===== src/rtl/dp_sequencer.sv =====
// Multi-cycle issue sequencer for ARM data-processing instructions: decode, operand fetch,
// shifter operand, ALU drive and result/NZCV commit. Define DP_SEQUENCER_SHIFT_EN for register-form immediate shifts.
module dp_sequencer (
  input  logic        clk,
  input  logic        reset,
  input  logic        instr_valid,
  output logic        instr_ready,
  input  logic [31:0] instr,
  output logic [3:0]  rf_raddr_a,
  output logic [3:0]  rf_raddr_b,
  input  logic [31:0] rf_rdata_a,
  input  logic [31:0] rf_rdata_b,
  output logic        rf_we,
  output logic [3:0]  rf_waddr,
  output logic [31:0] rf_wdata,
  output logic [31:0] alu_operand_a,
  output logic [31:0] alu_operand_b,
  output logic [3:0]  alu_control,
  output logic        alu_carry,
  input  logic [31:0] alu_result,
  input  logic [3:0]  alu_nzcv,
  input  logic        alu_result_writeback,
  output logic [3:0]  cpsr_nzcv,
  output logic        done,
  output logic        done_illegal,
  output logic        done_cond_pass
);

  typedef enum logic [1:0] {S_IDLE, S_READ, S_EXEC, S_WB} state_t;

  state_t      state;
  logic [31:0] ir;
  logic [3:0]  nzcv_q;
  logic        flag_upd;

  logic [3:0]  opcode;
  logic        set_flags;
  logic        is_test;
  logic        is_logic;
  logic        reg_bad;
  logic        illegal;
  logic        cond_pass;
  logic [31:0] op2;
  logic        sh_c;

  function automatic logic [31:0] ror32(input logic [31:0] v, input logic [4:0] s);
    return (v >> s) | (v << (6'd32 - {1'b0, s}));
  endfunction

  assign opcode    = ir[24:21];
  assign set_flags = ir[20];
  assign is_test   = (opcode[3:2] == 2'b10);
  assign is_logic  = (opcode[2:1] == 2'b00) || (opcode[3:2] == 2'b11);

  assign instr_ready   = reset && (state == S_IDLE);
  assign rf_raddr_a    = ir[19:16];
  assign rf_raddr_b    = ir[3:0];
  assign alu_control   = opcode;
  assign alu_carry     = cpsr_nzcv[1];
  assign alu_operand_a = (state == S_EXEC) ? rf_rdata_a : '0;
  assign alu_operand_b = (state == S_EXEC) ? op2 : '0;

`ifdef DP_SEQUENCER_SHIFT_EN
  assign reg_bad = !ir[25] && ir[4];
`else
  assign reg_bad = !ir[25] && (ir[11:4] != 8'h00);
`endif

  assign illegal = (ir[27:26] != 2'b00) || reg_bad || (is_test && !set_flags) ||
                   ((ir[15:12] == 4'hF) && !is_test);

  always_comb begin
    logic n, z, c, v;
    {n, z, c, v} = cpsr_nzcv;
    cond_pass = 1'b0;
    case (ir[31:28])
      4'h0: cond_pass = z;
      4'h1: cond_pass = !z;
      4'h2: cond_pass = c;
      4'h3: cond_pass = !c;
      4'h4: cond_pass = n;
      4'h5: cond_pass = !n;
      4'h6: cond_pass = v;
      4'h7: cond_pass = !v;
      4'h8: cond_pass = c && !z;
      4'h9: cond_pass = !c || z;
      4'hA: cond_pass = (n == v);
      4'hB: cond_pass = (n != v);
      4'hC: cond_pass = !z && (n == v);
      4'hD: cond_pass = z || (n != v);
      4'hE: cond_pass = 1'b1;
      default: cond_pass = 1'b0;
    endcase
  end

  // Shift amount 0 encodes LSR/ASR #32 and RRX; the 33-bit forms carry the shifted-out bit.
  always_comb begin
    op2  = '0;
    sh_c = cpsr_nzcv[1];
    if (ir[25]) begin
      op2 = ror32({24'h0, ir[7:0]}, {ir[11:8], 1'b0});
      if (ir[11:8] != 4'h0) sh_c = op2[31];
    end else begin
`ifdef DP_SEQUENCER_SHIFT_EN
      logic [4:0]  amt;
      logic [31:0] rm;
      amt = ir[11:7];
      rm  = rf_rdata_b;
      case (ir[6:5])
        2'b00: begin
          if (amt == 5'd0) op2 = rm;
          else {sh_c, op2} = {1'b0, rm} << amt;
        end
        2'b01: begin
          if (amt == 5'd0) begin
            op2  = '0;
            sh_c = rm[31];
          end else {op2, sh_c} = {rm, 1'b0} >> amt;
        end
        2'b10: begin
          if (amt == 5'd0) begin
            op2  = {32{rm[31]}};
            sh_c = rm[31];
          end else {op2, sh_c} = $signed({rm, 1'b0}) >>> amt;
        end
        default: begin
          if (amt == 5'd0) begin
            op2  = {cpsr_nzcv[1], rm[31:1]};
            sh_c = rm[0];
          end else begin
            op2  = ror32(rm, amt);
            sh_c = op2[31];
          end
        end
      endcase
`else
      op2 = rf_rdata_b;
`endif
    end
  end

  always_ff @(posedge clk or negedge reset) begin
    if (!reset) begin
      state          <= S_IDLE;
      ir             <= '0;
      cpsr_nzcv      <= '0;
      nzcv_q         <= '0;
      flag_upd       <= 1'b0;
      rf_we          <= 1'b0;
      rf_waddr       <= '0;
      rf_wdata       <= '0;
      done           <= 1'b0;
      done_illegal   <= 1'b0;
      done_cond_pass <= 1'b0;
    end else begin
      case (state)
        S_IDLE: begin
          if (instr_valid) begin
            ir    <= instr;
            state <= S_READ;
          end
        end
        S_READ: state <= S_EXEC;
        S_EXEC: begin
          rf_we          <= !illegal && cond_pass && alu_result_writeback;
          rf_waddr       <= ir[15:12];
          rf_wdata       <= alu_result;
          done           <= 1'b1;
          done_illegal   <= illegal;
          done_cond_pass <= !illegal && cond_pass;
          flag_upd       <= !illegal && cond_pass && set_flags;
          // Logical ops take C from the shifter and keep V.
          nzcv_q         <= is_logic ? {alu_nzcv[3:2], sh_c, cpsr_nzcv[0]} : alu_nzcv;
          state          <= S_WB;
        end
        S_WB: begin
          if (flag_upd) cpsr_nzcv <= nzcv_q;
          flag_upd       <= 1'b0;
          rf_we          <= 1'b0;
          rf_waddr       <= '0;
          rf_wdata       <= '0;
          done           <= 1'b0;
          done_illegal   <= 1'b0;
          done_cond_pass <= 1'b0;
          state          <= S_IDLE;
        end
        default: state <= S_IDLE;
      endcase
    end
  end

endmodule


===== config.mk =====
export PLATFORM = sky130hd
export DESIGN_NAME = dp_sequencer
export DESIGN_NICKNAME = d
export VERILOG_FILES = /design/src/rtl/dp_sequencer.sv
export SDC_FILE = /design/constraint.sdc
export NUM_CORES = 1
export LEC_CHECK = 0
export BUFFER_PORTS_ARGS = -buffer_cell sky130_fd_sc_hd__buf_2
export CORE_MARGIN = 2
export CORE_UTILIZATION = 47
export DETAILED_ROUTE_END_ITERATION = 8
export PLACE_DENSITY = 0.84
export RECOVER_POWER = 25
export SKIP_LAST_GASP = 1
export SYNTH_ARGS = -nofsm -noshare
export SYNTH_HDL_FRONTEND = slang
export SYNTH_SLANG_ARGS = --single-unit

===== constraint.sdc =====
create_clock -name clk -period 3.2 [get_ports clk]
set_clock_uncertainty 0.2 [all_clocks]
set_input_delay 0.32 -clock clk [delete_from_list [all_inputs] [get_ports clk]]
set_output_delay 0.32 -clock clk [all_outputs]
set_load 0.02 [all_outputs]

==> reports/qor.yml, run 1 <==
power_and_ir_drop:
  p_leak_nw: 3.45
  clkPwrFrac_pct: 9.5
  p_sw_w: 0.00365
  p_sw_share_pct: 50.2
  pwr-share-seq_pct: 27.8
  power_density_nw_per_um2: 1040
  ir_drop_v: 0.000538
  power_frac_comb_pct: 62.7
  p_int_w: 0.00362
logic_synthesis:
  syn_area_um2: 5140
  synth-async-reset-ratio_pct: 100
  synth_nets: 669
  ys_types: 56
  syn_inst: 528
  avgSynthCellArea_um2: 9.73
  ys_ff_latch: 83
  ys.flop_type: "dfrtp_1"
  yosysSeqAreaShare_pct: 40.4
  synth_edf_count: 0
  yosys_warnings: 0
timing:
  hold_violations: 0
  slew_violations: 0
  fin_tns_setup_ns: 0
  fin_ws_ns: 0.247
  finalCritPeriodShare_pct: 92.3
  slew_headroom_pct: 55.2
  period_minus_slack_ns: 2.95
  rsz0062_at_grt: "false"
  setup_viol: 0
  tightestPinTransition_ns: 0.671
  max_freq_mhz: 339
cts:
  numCtsBuffers: 9
  cts_tree: "yes"
  clk_latency_ns: 0.36
  htree_levels: 3
  clkTransAtPathRegs_ns: 0.09
  clock_path_buffers: 2
  cts-root-buf: "clkbuf_8"
  cts.sinks: 83
layout:
  mostFrequentLayoutCells: "buf_2 (221), dfrtp_1 (83), nor2_1 (64)"
  diodes: 0
  instances_no_fill: 939
  drive_gt1_share_pct: 38.7
  finalNetCount: 935
  syn_to_final_growth_pct: 35.5
  fillers: 859
  final_common_cell: "buf_2"
floorplan:
  die-area_um2: 11800
  io_pins: 258
  initial_core_util_pct: 47.8
  core-area_um2: 10700
  placementRows: 38
  die_y_um: 109
  die_w_um: 109
setup_path:
  crit_arrival_ns: 2.43
  cp_max_fo: 13
  start_kind: "register"
  rr_endpoint: "flag_upd$_DFFE_PN0P_"
  r2r_slack_ns: 0.65
  timing.rr.start: "state[0]$_DFFE_PN0P_"
  crit_type: "register to primary output"
  cp-end-kind: "primary output"
  worstRegToRegCells: 7
  critPathRequiredTime_ns: 2.68
global_route:
  grt_first_pass_wirelength_um: 24300
  met3_usage_pct: 5.24
  gr-usage-met1_pct: 32.3
  antenna_found_initial: 0
  grt_start_max_net_pins: 48
  busiest_layer: "met2"
  track_usage_pct: 26.4
  grtUsageMet2_pct: 45.9
  grt_pass1_vias: 4839
  grt_remaining_overflow: 0
worst_hold_path:
  worstHoldPathCells: 2
  min_from: "instr[14]"
  min_to: "ir[14]$_DFFE_PN0P_"
  hold_class: "input port to register"
drt:
  ant_nets: 0
  first_pass_iters: 4
  drt_iter0_drc: 347
  num_vias: 5005
  viasPerCell: 5.33
  wl_um: 16100
  routedWlPerCell_um: 17.1
  drc_errors: 0
place:
  dp_worst_setup_slack_ns: 0.339
  place_hpwl_um: 11400
  portBuffers: 257
  gp_congestion: 0.899
  dp.cells: 881
run:
  maxCapViolCount: 0
run_status:
  outcome: "complete, no violations"
==> how the worst max path moves through the flow <==
stage / from / end / slack [ns] / cells past startpoint
final: ir[8]$_DFFE_PN0P_ / alu_operand_b[20] / 0.25 / 9
after global routing: ir[8]$_DFFE_PN0P_ / alu_operand_b[28] / 0.10 / 9
after CTS: ir[8]$_DFFE_PN0P_ / alu_operand_b[20] / 0.0003 / 9
after detailed placement: ir[8]$_DFFE_PN0P_ / alu_operand_b[18] / 0.34 / 8
after global placement: ir[8]$_DFFE_PN0P_ / alu_operand_b[31] / 0.44 / 8
after floorplan: ir[9]$_DFFE_PN0P_ / alu_operand_b[18] / 0.45 / 9
==> power by group through the flow <==
| stage | combinational [W] | clock [W] | sequential (W) |
|---|---|---|---|
| detailed placement | 0.00446 | 0 | 0.00201 |
| global placement | 0.00435 | 0 | 0.00198 |
| floorplan | 0.00331 | 0 | 0.00201 |
| CTS | 0.00452 | 0.000709 | 0.00200 |
| global route | 0.00493 | 0.000754 | 0.00208 |
| finish | 0.00456 | 0.000690 | 0.00202 |
==> cells by family after synthesis <==
| logic type | count (synthesis) | share of synthesized area, % |
|---|---|---|
| XOR/XNOR | 5 | 1.22 |
| multiplexers | 91 | 18.8 |
| buffers and inverters | 64 | 6.65 |
| AND/OR/NAND/NOR | 194 | 19.5 |
| AO/OA/AOI/OAI | 86 | 12.2 |
| flip-flops | 83 | 40.4 |
| adder cells (fa/ha/maj) | 5 | 1.22 |
==> area by class of cell <==
class                      instances  area [µm²]  area share, %
timing repair buffer             309        1740           25.0
multi-input combinational        381        2750           39.6
inverter                          10        37.5          0.539
clock buffer                      10         128           1.83
clock inverter                     6        50.0          0.719
sequential                        83        2080           29.8
tap                              140         175           2.52
==> Yosys cell counts, types with 2 or more instances <==
master     number  area share, %
buf_4          15            2.2
nand3_1         8           0.78
a22oi_1         2           0.29
or3_1           4           0.49
a21oi_1        20            1.9
buf_6           4           0.88
a31oi_1         4           0.49
nand3b_1        4           0.58
nor4_1          2           0.24
o31a_1          2           0.34
o2bb2ai_1       9            1.5
mux2_2         42            9.2
nand2_1        29            2.1
clkbuf_1       16            1.2
a22o_1          3           0.51
inv_1           8           0.58
mux2i_1        49            9.5
buf_2          11            1.1
o21a_1          6           0.88
inv_2           2           0.15
o21ai_2         2           0.34
o21ai_0        11            1.1
ha_1            5            1.2
nand4_1         4           0.49
xor2_1          3           0.51
and2_1         38            4.6
nor3_1         11            1.1
nor3b_1         2           0.29
and3_1          3           0.37
a2bb2oi_1       9            1.5
a211oi_1        5           0.73
nor2b_1         5           0.61
nor2_1         64            4.7
o21ai_1         3           0.29
buf_1           7           0.51
nand2b_1       14            1.7
dfrtp_1        83             40
==> routing by layer <==
layer,vias up,part of all wire [%]
met1,2404,41
li1,2352,-
met3,26,6.9
met4,0,1.8
met5,-,0
met2,223,51
==> state kept, by name, summed over array words and instances (netlist names) <==
name and cells:
cpsr_nzcv 4, rf_waddr 4, state 2, ir 32
rf_we 1, rf_wdata 32, done_illegal 1, done 1
nzcv_q 4, flag_upd 1, done_cond_pass 1
==> stage by stage <==
step | power (W) | hold slack (ns) | utilization (%) | instance area (µm²)
after CTS | 0.00722 | 0.000453 | 65.0 | 6980
after detailed placement | 0.00646 | 0.119 | 59.4 | 6380
after floorplan | 0.00532 | -0.176 | - | 5140
final | 0.00727 | 0.0160 | 64.8 | 6960
after global placement | 0.00632 | 0.111 | 59.4 | 6380
after global routing | 0.00776 | 0.00116 | 64.8 | 6960
==> critical path, cell delays in order (launching register included) <==
cell and delay (ns):
dfrtp_1 0.40, inv_2 0.18, ha_4 0.26, o21ba_2 0.19
o311ai_2 0.20, buf_4 0.23, nand2b_1 0.17, o2bb2ai_1 0.08
o21a_1 0.21, buf_2 0.16
==> what timing repair did <==
| action | 4_1_cts | 5_1_grt |
|---|---|---|
| resized for setup | 1 | 3 |
| buffers inserted | 0 | 0 |
| endpoints found under the setup margin | 3 | 18 |
| endpoints found under the hold margin | 76 | 1 |
| hold buffers | 41 | 1 |
Power figures use the tool's default switching activity.
==> run 2: changes to the inputs <==
--- a/config.mk
+++ b/config.mk
@@ -5,11 +5,13 @@
 export SDC_FILE = /design/constraint.sdc
 export NUM_CORES = 1
 export LEC_CHECK = 0
-export BUFFER_PORTS_ARGS = -buffer_cell sky130_fd_sc_hd__buf_2
-export CORE_MARGIN = 2
-export CORE_UTILIZATION = 47
+export CORE_AREA = 2 2 101 103
 export DETAILED_ROUTE_END_ITERATION = 8
-export PLACE_DENSITY = 0.84
+export DIE_AREA = 0 0 103 105
+export DONT_BUFFER_PORTS = 1
+export GPL_TIMING_DRIVEN = 0
+export MAX_ROUTING_LAYER = met4
+export PLACE_DENSITY = 0.7
 export RECOVER_POWER = 25
 export SKIP_LAST_GASP = 1
 export SYNTH_ARGS = -nofsm -noshare
==> reports/qor.yml, run 2 (synthesis gave the netlist of run 1 again) <==
layout:
  utilization_pct: 67.1  # was 64.8%
  top_regs: "ir: 32 flops, rf_wdata: 32 flops"  # unchanged
  diodes: 0  # unchanged
  finalNetCount: 753  # was 935
  final_common_cell: "dfrtp_1"  # was buf_2
  syn_to_final_growth_pct: 25.9  # was 35.5%
  mostFrequentLayoutCells: "dfrtp_1 (82), dlygate4sd3_1 (71), nor2_1 (57)"  # was buf_2 (221), dfrtp_1 (83), nor2_1 (64)
  drive_gt1_share_pct: 22.9  # was 38.7%
  final_cell_area_um2: 6470  # was 6960 µm²
global_route:
  grt_remaining_overflow: 0  # unchanged
  grt_start_max_net_pins: 84  # was 48
  grt_pass1_vias: 4321  # was 4839
  grt_first_pass_wirelength_um: 23300  # was 24300 µm
  track_usage_pct: 28.8  # was 26.4%
  antenna_found_initial: 0  # unchanged
power_and_ir_drop:
  power_density_nw_per_um2: 1180  # was 1040 nW/µm²
  p_leak_nw: 2.77  # was 3.45 nW
  pwr-share-seq_pct: 28.1  # was 27.8%
  p_sw_w: 0.00383  # was 0.00365 W
  ir_drop_v: 0.000590  # was 0.000538 V
  p_sw_share_pct: 50.1  # was 50.2%
  power_frac_comb_pct: 60.5  # was 62.7%
  p_int_w: 0.00381  # was 0.00362 W
  clkPwrFrac_pct: 11.4  # was 9.5%
setup_path:
  crit_arrival_ns: 2.59  # was 2.43 ns
  rr_endpoint: "rf_we$_DFFE_PN0P_"  # was flag_upd$_DFFE_PN0P_
  cp-end-kind: "primary output"  # unchanged
  cp_max_fo: 10  # was 13
  r2r_slack_ns: 0.66  # was 0.65 ns
  timing.rr.start: "state[0]$_DFFE_PN0P_"  # unchanged
  critPathRequiredTime_ns: 2.68  # about the same
  crit_type: "register to primary output"  # unchanged
  cp_num_buf_inv: 5  # was 3
  start_kind: "register"  # unchanged
  crit_family: "compound AO/OA/AOI/OAI gates"  # unchanged
  slowest_stage: "dfrtp_1"  # unchanged
  worstRegToRegCells: 8  # was 7
  cpPeakStageDelay_ns: 0.38  # was 0.40 ns
  crit_chain: "buf_6 > buf_8 > inv_6 > ha_1 > buf_4 > o21ba_2 > o311ai_4 > buf_4 > o21ai_0 > o21ai_0 > a21oi_2"  # was inv_2 > ha_4 > o21ba_2 > o311ai_2 > buf_4 > nand2b_1 > o2bb2ai_1 > o21a_1 > buf_2
floorplan:
  io_pins: 258  # unchanged
  die_y_um: 105  # was 109 µm
  initial_core_util_pct: 53.3  # was 47.8%
  core-area_um2: 9640  # was 10700 µm²
  die_w_um: 103  # was 109 µm
  die-area_um2: 10800  # was 11800 µm²
  placementRows: 36  # was 38
place:
  place_hpwl_um: 10800  # was 11400 µm
  gp_congestion: 0.917  # was 0.899
  placed_cell_area_um2: 5300  # was 6380 µm²
  dp_worst_setup_slack_ns: 0.0162  # was 0.339 ns
  portBuffers: 0  # was 257
worst_hold_path:
  min_to: "ir[1]$_DFFE_PN0P_"  # was ir[14]$_DFFE_PN0P_
  min_from: "instr_valid"  # was instr[14]
  worstHoldPathCells: 2  # unchanged
  hold_class: "input port to register"  # unchanged
drt:
  viasPerCell: 5.76  # was 5.33
  drc_errors: 0  # unchanged
  num_vias: 4323  # was 5005
  first_pass_iters: 4  # unchanged
  drt_iter0_drc: 170  # was 347
  ant_nets: 0  # unchanged
  routedWlPerCell_um: 20.8  # was 17.1 µm
  wl_um: 15600  # was 16100 µm
cts:
  numCtsBuffers: 9  # unchanged
  cts_tree: "yes"  # unchanged
  htree_levels: 3  # unchanged
  cts.sinks: 83  # unchanged
  cts-root-buf: "clkbuf_8"  # unchanged
  clock_path_buffers: 2  # unchanged
  clkTransAtPathRegs_ns: 0.08  # was 0.09 ns
  clk_latency_ns: 0.35  # was 0.36 ns
timing:
  hold_violations: 0  # unchanged
  setup_viol: 0  # unchanged
  max_freq_mhz: 322  # was 339 MHz
  slew_violations: 84  # was 0
  finalCritPeriodShare_pct: 97.1  # was 92.3%
  tightestPinTransition_ns: 2.08  # was 0.671 ns
  slew_headroom_pct: -38.7  # was 55.2%
  fin_ws_ns: 0.0932  # was 0.247 ns
  period_minus_slack_ns: 3.11  # was 2.95 ns
run_status:
  failed_checks: "capacitance limit, slew limit"
  outcome: "finished, violations left"  # was complete, no violations
run:
  maxCapViolCount: 1  # was 0
==> run 2: worst max path at each step <==
stage | startpoint | endpoint | slack (ns) | cells after the start
after floorplan | ir[9]$_DFFE_PN0P_ | alu_operand_b[18] | 0.45 | 9
after global placement | ir[9]$_DFFE_PN0P_ | alu_operand_b[31] | -0.03 | 9
after detailed placement | ir[9]$_DFFE_PN0P_ | alu_operand_b[31] | 0.02 | 9
after CTS | ir[8]$_DFFE_PN0P_ | alu_operand_b[9] | -0.05 | 10
after global routing | ir[8]$_DFFE_PN0P_ | alu_operand_b[19] | -0.03 | 11
final | ir[8]$_DFFE_PN0P_ | alu_operand_b[19] | 0.09 | 11
==> run 2: worst reg2reg max path, delay by kind of cell (launching register included) <==
family                   cells  cell delay [ns]
AO/OA/AOI/OAI                3             0.74
adder cells (fa/ha/maj)      1             0.15
buffers and inverters        3             0.79
flip-flops                   1             0.39
AND/OR/NAND/NOR              1             0.22
==> run 2: per-layer routing <==
metal	GRT usage [%]	vias up	routed length, µm
met3	6.15	22	1140
met1	36.3	2102	6420
met2	47.1	205	7800
li1	-	1994	-
met5	-	-	0
met4	7.33	0	205
==> run 2: stage by stage <==
stage	power [W]	setup TNS (ns)	hold slack (ns)	cells
2_1_floorplan	0.00532	0	-0.176	528
3_3_place_gp	0.00610	-0.0370	-0.174	661
3_5_place_dp	0.00620	0	-0.174	661
4_1_cts	0.00733	-0.0768	0.130	749
5_1_grt	0.00814	-0.0569	0.138	750
6_report	0.00765	0	0.138	750
==> run 2: what timing repair did <==
item / CTS / global route
gates cloned: 1 / 1
hold endpoints to repair: 153 / 0
setup buffers: 0 / 1
setup endpoints to repair: 32 / 32
hold buffers: 72 / 0
gates resized for setup: 25 / 31
pin swaps: 1 / 3
==> run 2: power groups by stage <==
stage / registers [W] / clock network, W / logic [W]
after floorplan: 0.00201 / 0 / 0.00331
after detailed placement: 0.00215 / 0 / 0.00405
after global routing: 0.00221 / 0.000939 / 0.00499
after CTS: 0.00215 / 0.000889 / 0.00430
final: 0.00215 / 0.000871 / 0.00462
after global placement: 0.00214 / 0 / 0.00396
==> run 2: final cells by class <==
cell class,count,area (µm²)
Buffer,52,324
Clock buffer,10,138
Fill cell,765,3170
Sequential cell,83,2080
Inverter,10,42.5
Tap cell,133,166
Clock inverter,6,93.8
Multi-Input combinational cell,382,2900
Timing Repair Buffer,74,728
==> run 3: changes to the inputs <==
==> constraint.sdc (replaced) <==
create_clock -name clk -period 3.2 [get_ports clk]
set_clock_uncertainty 0.2 [all_clocks]
set_input_delay 0.16 -clock clk [delete_from_list [all_inputs] [get_ports clk]]
set_output_delay 0.16 -clock clk [all_outputs]
set_load 0.02 [all_outputs]
==> reports/qor.yml, run 3 (synthesis gave the netlist of run 1 again) <==
run_status:
  outcome: "finished, violations left"  # unchanged
  failed_checks: "capacitance limit, slew limit"  # unchanged
layout:
  seq_area_um2: 2080  # unchanged
  utilization_pct: 65.9  # was 67.1%
  final_common_cell: "dfrtp_1"  # unchanged
  drive_gt1_share_pct: 20.3  # was 22.9%
  mostFrequentLayoutCells: "dfrtp_1 (82), dlygate4sd3_1 (73), nor2_1 (61)"  # was dfrtp_1 (82), dlygate4sd3_1 (71), nor2_1 (57)
  syn_to_final_growth_pct: 23.7  # was 25.9%
  multi_input_comb_area_um2: 2790  # was 2900 µm²
  top_regs: "ir: 32 flops, rf_wdata: 32 flops"  # unchanged
  finalNetCount: 753  # unchanged
  diodes: 0  # unchanged
  fillers: 762  # was 765
setup_path:
  crit_arrival_ns: 2.73  # was 2.59 ns
  cp_max_fo: 10  # unchanged
  r2r_slack_ns: 0.48  # was 0.66 ns
  start_kind: "register"  # unchanged
  cp-end-kind: "primary output"  # unchanged
  rr_endpoint: "nzcv_q[1]$_DFFE_PN0P_"  # was rf_we$_DFFE_PN0P_
  timing.rr.start: "ir[8]$_DFFE_PN0P_"  # was state[0]$_DFFE_PN0P_
  critPathRequiredTime_ns: 2.84  # was 2.68 ns
  crit_type: "register to primary output"  # unchanged
  worstRegToRegCells: 10  # was 8
cts:
  clk_latency_ns: 0.34  # was 0.35 ns
  cts_tree: "yes"  # unchanged
  cts.sinks: 83  # unchanged
  numCtsBuffers: 9  # unchanged
  clock_path_buffers: 2  # unchanged
  clkTransAtPathRegs_ns: 0.08  # about the same
  cts-root-buf: "clkbuf_8"  # unchanged
  htree_levels: 3  # unchanged
  cts_setup_buffers: 0  # unchanged
power_and_ir_drop:
  ir_drop_v: 0.000587  # was 0.000590 V
  pwr-share-seq_pct: 29.1  # was 28.1%
  power_density_nw_per_um2: 1170  # was 1180 nW/µm²
  p_sw_w: 0.00371  # was 0.00383 W
  clkPwrFrac_pct: 11.8  # was 11.4%
  p_leak_nw: 2.73  # was 2.77 nW
  p_sw_share_pct: 50.2  # was 50.1%
  power_frac_comb_pct: 59.1  # was 60.5%
  p_int_w: 0.00369  # was 0.00381 W
drt:
  ant_nets: 0  # unchanged
  viasPerCell: 5.75  # was 5.76
  first_pass_iters: 4  # unchanged
  drc_errors: 0  # unchanged
  num_vias: 4310  # was 4323
  drt_iter0_drc: 187  # was 170
  routedWlPerCell_um: 20.6  # was 20.8 µm
  wl_um: 15400  # was 15600 µm
place:
  portBuffers: 0  # unchanged
  dp_worst_setup_slack_ns: 0.176  # was 0.0162 ns
  place_hpwl_um: 10800  # unchanged
  gp_congestion: 0.917  # unchanged
timing:
  slew_headroom_pct: -37.5  # was -38.7%
  hold_violations: 0  # unchanged
  finalCritPeriodShare_pct: 96.7  # was 97.1%
  rsz0062_at_grt: "true"
  setup_viol: 0  # unchanged
  period_minus_slack_ns: 3.09  # was 3.11 ns
  max_freq_mhz: 323  # was 322 MHz
  tightestPinTransition_ns: 2.06  # was 2.08 ns
  fin_ws_ns: 0.106  # was 0.0932 ns
  slew_violations: 84  # unchanged
floorplan:
  core-area_um2: 9640  # unchanged
  die_y_um: 105  # unchanged
  die-area_um2: 10800  # unchanged
  die_w_um: 103  # unchanged
  io_pins: 258  # unchanged
  placementRows: 36  # unchanged
  initial_core_util_pct: 53.3  # unchanged
global_route:
  track_usage_pct: 28.6  # was 28.8%
  antenna_found_initial: 0  # unchanged
  grt_start_max_net_pins: 84  # unchanged
  grt_remaining_overflow: 0  # unchanged
  grt_first_pass_wirelength_um: 23200  # was 23300 µm
  grt_pass1_vias: 4296  # was 4321
worst_hold_path:
  hold_class: "input port to primary output"  # was input port to register
  worstHoldPathCells: 2  # unchanged
  min_from: "rf_rdata_b[13]"  # was instr_valid
  min_to: "alu_operand_b[13]"  # was ir[1]$_DFFE_PN0P_
run:
  maxCapViolCount: 1  # unchanged
## run 3: cell types whose count changed in the layout (fill, tap and decap cells not counted), sizes merged
cell and delta:
dlygate4sd3 +2, clkbuf +3, xor2 -1, buf -4
## run 3: worst max path at each step
stage,startpoint,to,cells past startpoint
5_1_grt,ir[8]$_DFFE_PN0P_,alu_operand_b[28],10
6_report,ir[8]$_DFFE_PN0P_,alu_operand_b[9],10
3_5_place_dp,ir[9]$_DFFE_PN0P_,alu_operand_b[31],9
3_3_place_gp,ir[9]$_DFFE_PN0P_,alu_operand_b[31],9
2_1_floorplan,ir[9]$_DFFE_PN0P_,alu_operand_b[18],9
4_1_cts,ir[8]$_DFFE_PN0P_,alu_operand_b[9],10
## run 3: per-stage QoR
stage	area (µm²)	power, W	hold slack, ns	setup TNS [ns]	instances
6_report	6350	0.00740	0.282	0	750
5_1_grt	6350	0.00789	0.271	-0.287	750
4_1_cts	6320	0.00725	0.195	0	751
3_5_place_dp	5300	0.00620	-0.334	0	661
3_3_place_gp	5300	0.00610	-0.334	0	661
2_1_floorplan	5140	0.00532	-0.336	0	528
## run 3: layer usage
metal	vias to the layer above	global-route usage [%]	share of wire, %
met2	200	46.6	50
met3	17	6.15	6.6
met4	0	7.33	1.2
met5	-	-	0
met1	2102	36.2	42
li1	1991	-	-
## run 3: cell type report
class | instances | share of cell area (%)
Clock inverter | 6 | 1.48
Timing Repair Buffer | 74 | 11.6
Tap cell | 133 | 2.62
Buffer | 53 | 4.92
Inverter | 10 | 0.591
Multi-Input combinational cell | 381 | 43.9
Clock buffer | 10 | 2.17
Sequential cell | 83 | 32.7
## run 3: power groups by stage
stage | logic (W) | registers [W] | clock network, W
after floorplan | 0.00331 | 0.00201 | 0
after global placement | 0.00396 | 0.00214 | 0
after detailed placement | 0.00405 | 0.00215 | 0
after CTS | 0.00422 | 0.00214 | 0.000889
after global routing | 0.00473 | 0.00222 | 0.000939
final | 0.00437 | 0.00216 | 0.000872
## run 3: critical path, cell delays in order, from the launching register on
cell       delay [ns]
dfrtp_1          0.33
clkbuf_4         0.19
buf_6            0.16
inv_2            0.11
ha_1             0.29
buf_4            0.17
mux2_2           0.36
a22o_1           0.29
o21ai_2          0.16
a2bb2oi_1        0.19
nor2_1           0.13
## run 3: timing repair
action,4_1_cts,5_1_grt
setup endpoints to repair,25,27
endpoints found under the hold margin,154,0
hold buffers,74,0
gates resized for setup,9,20
pin swaps,0,0
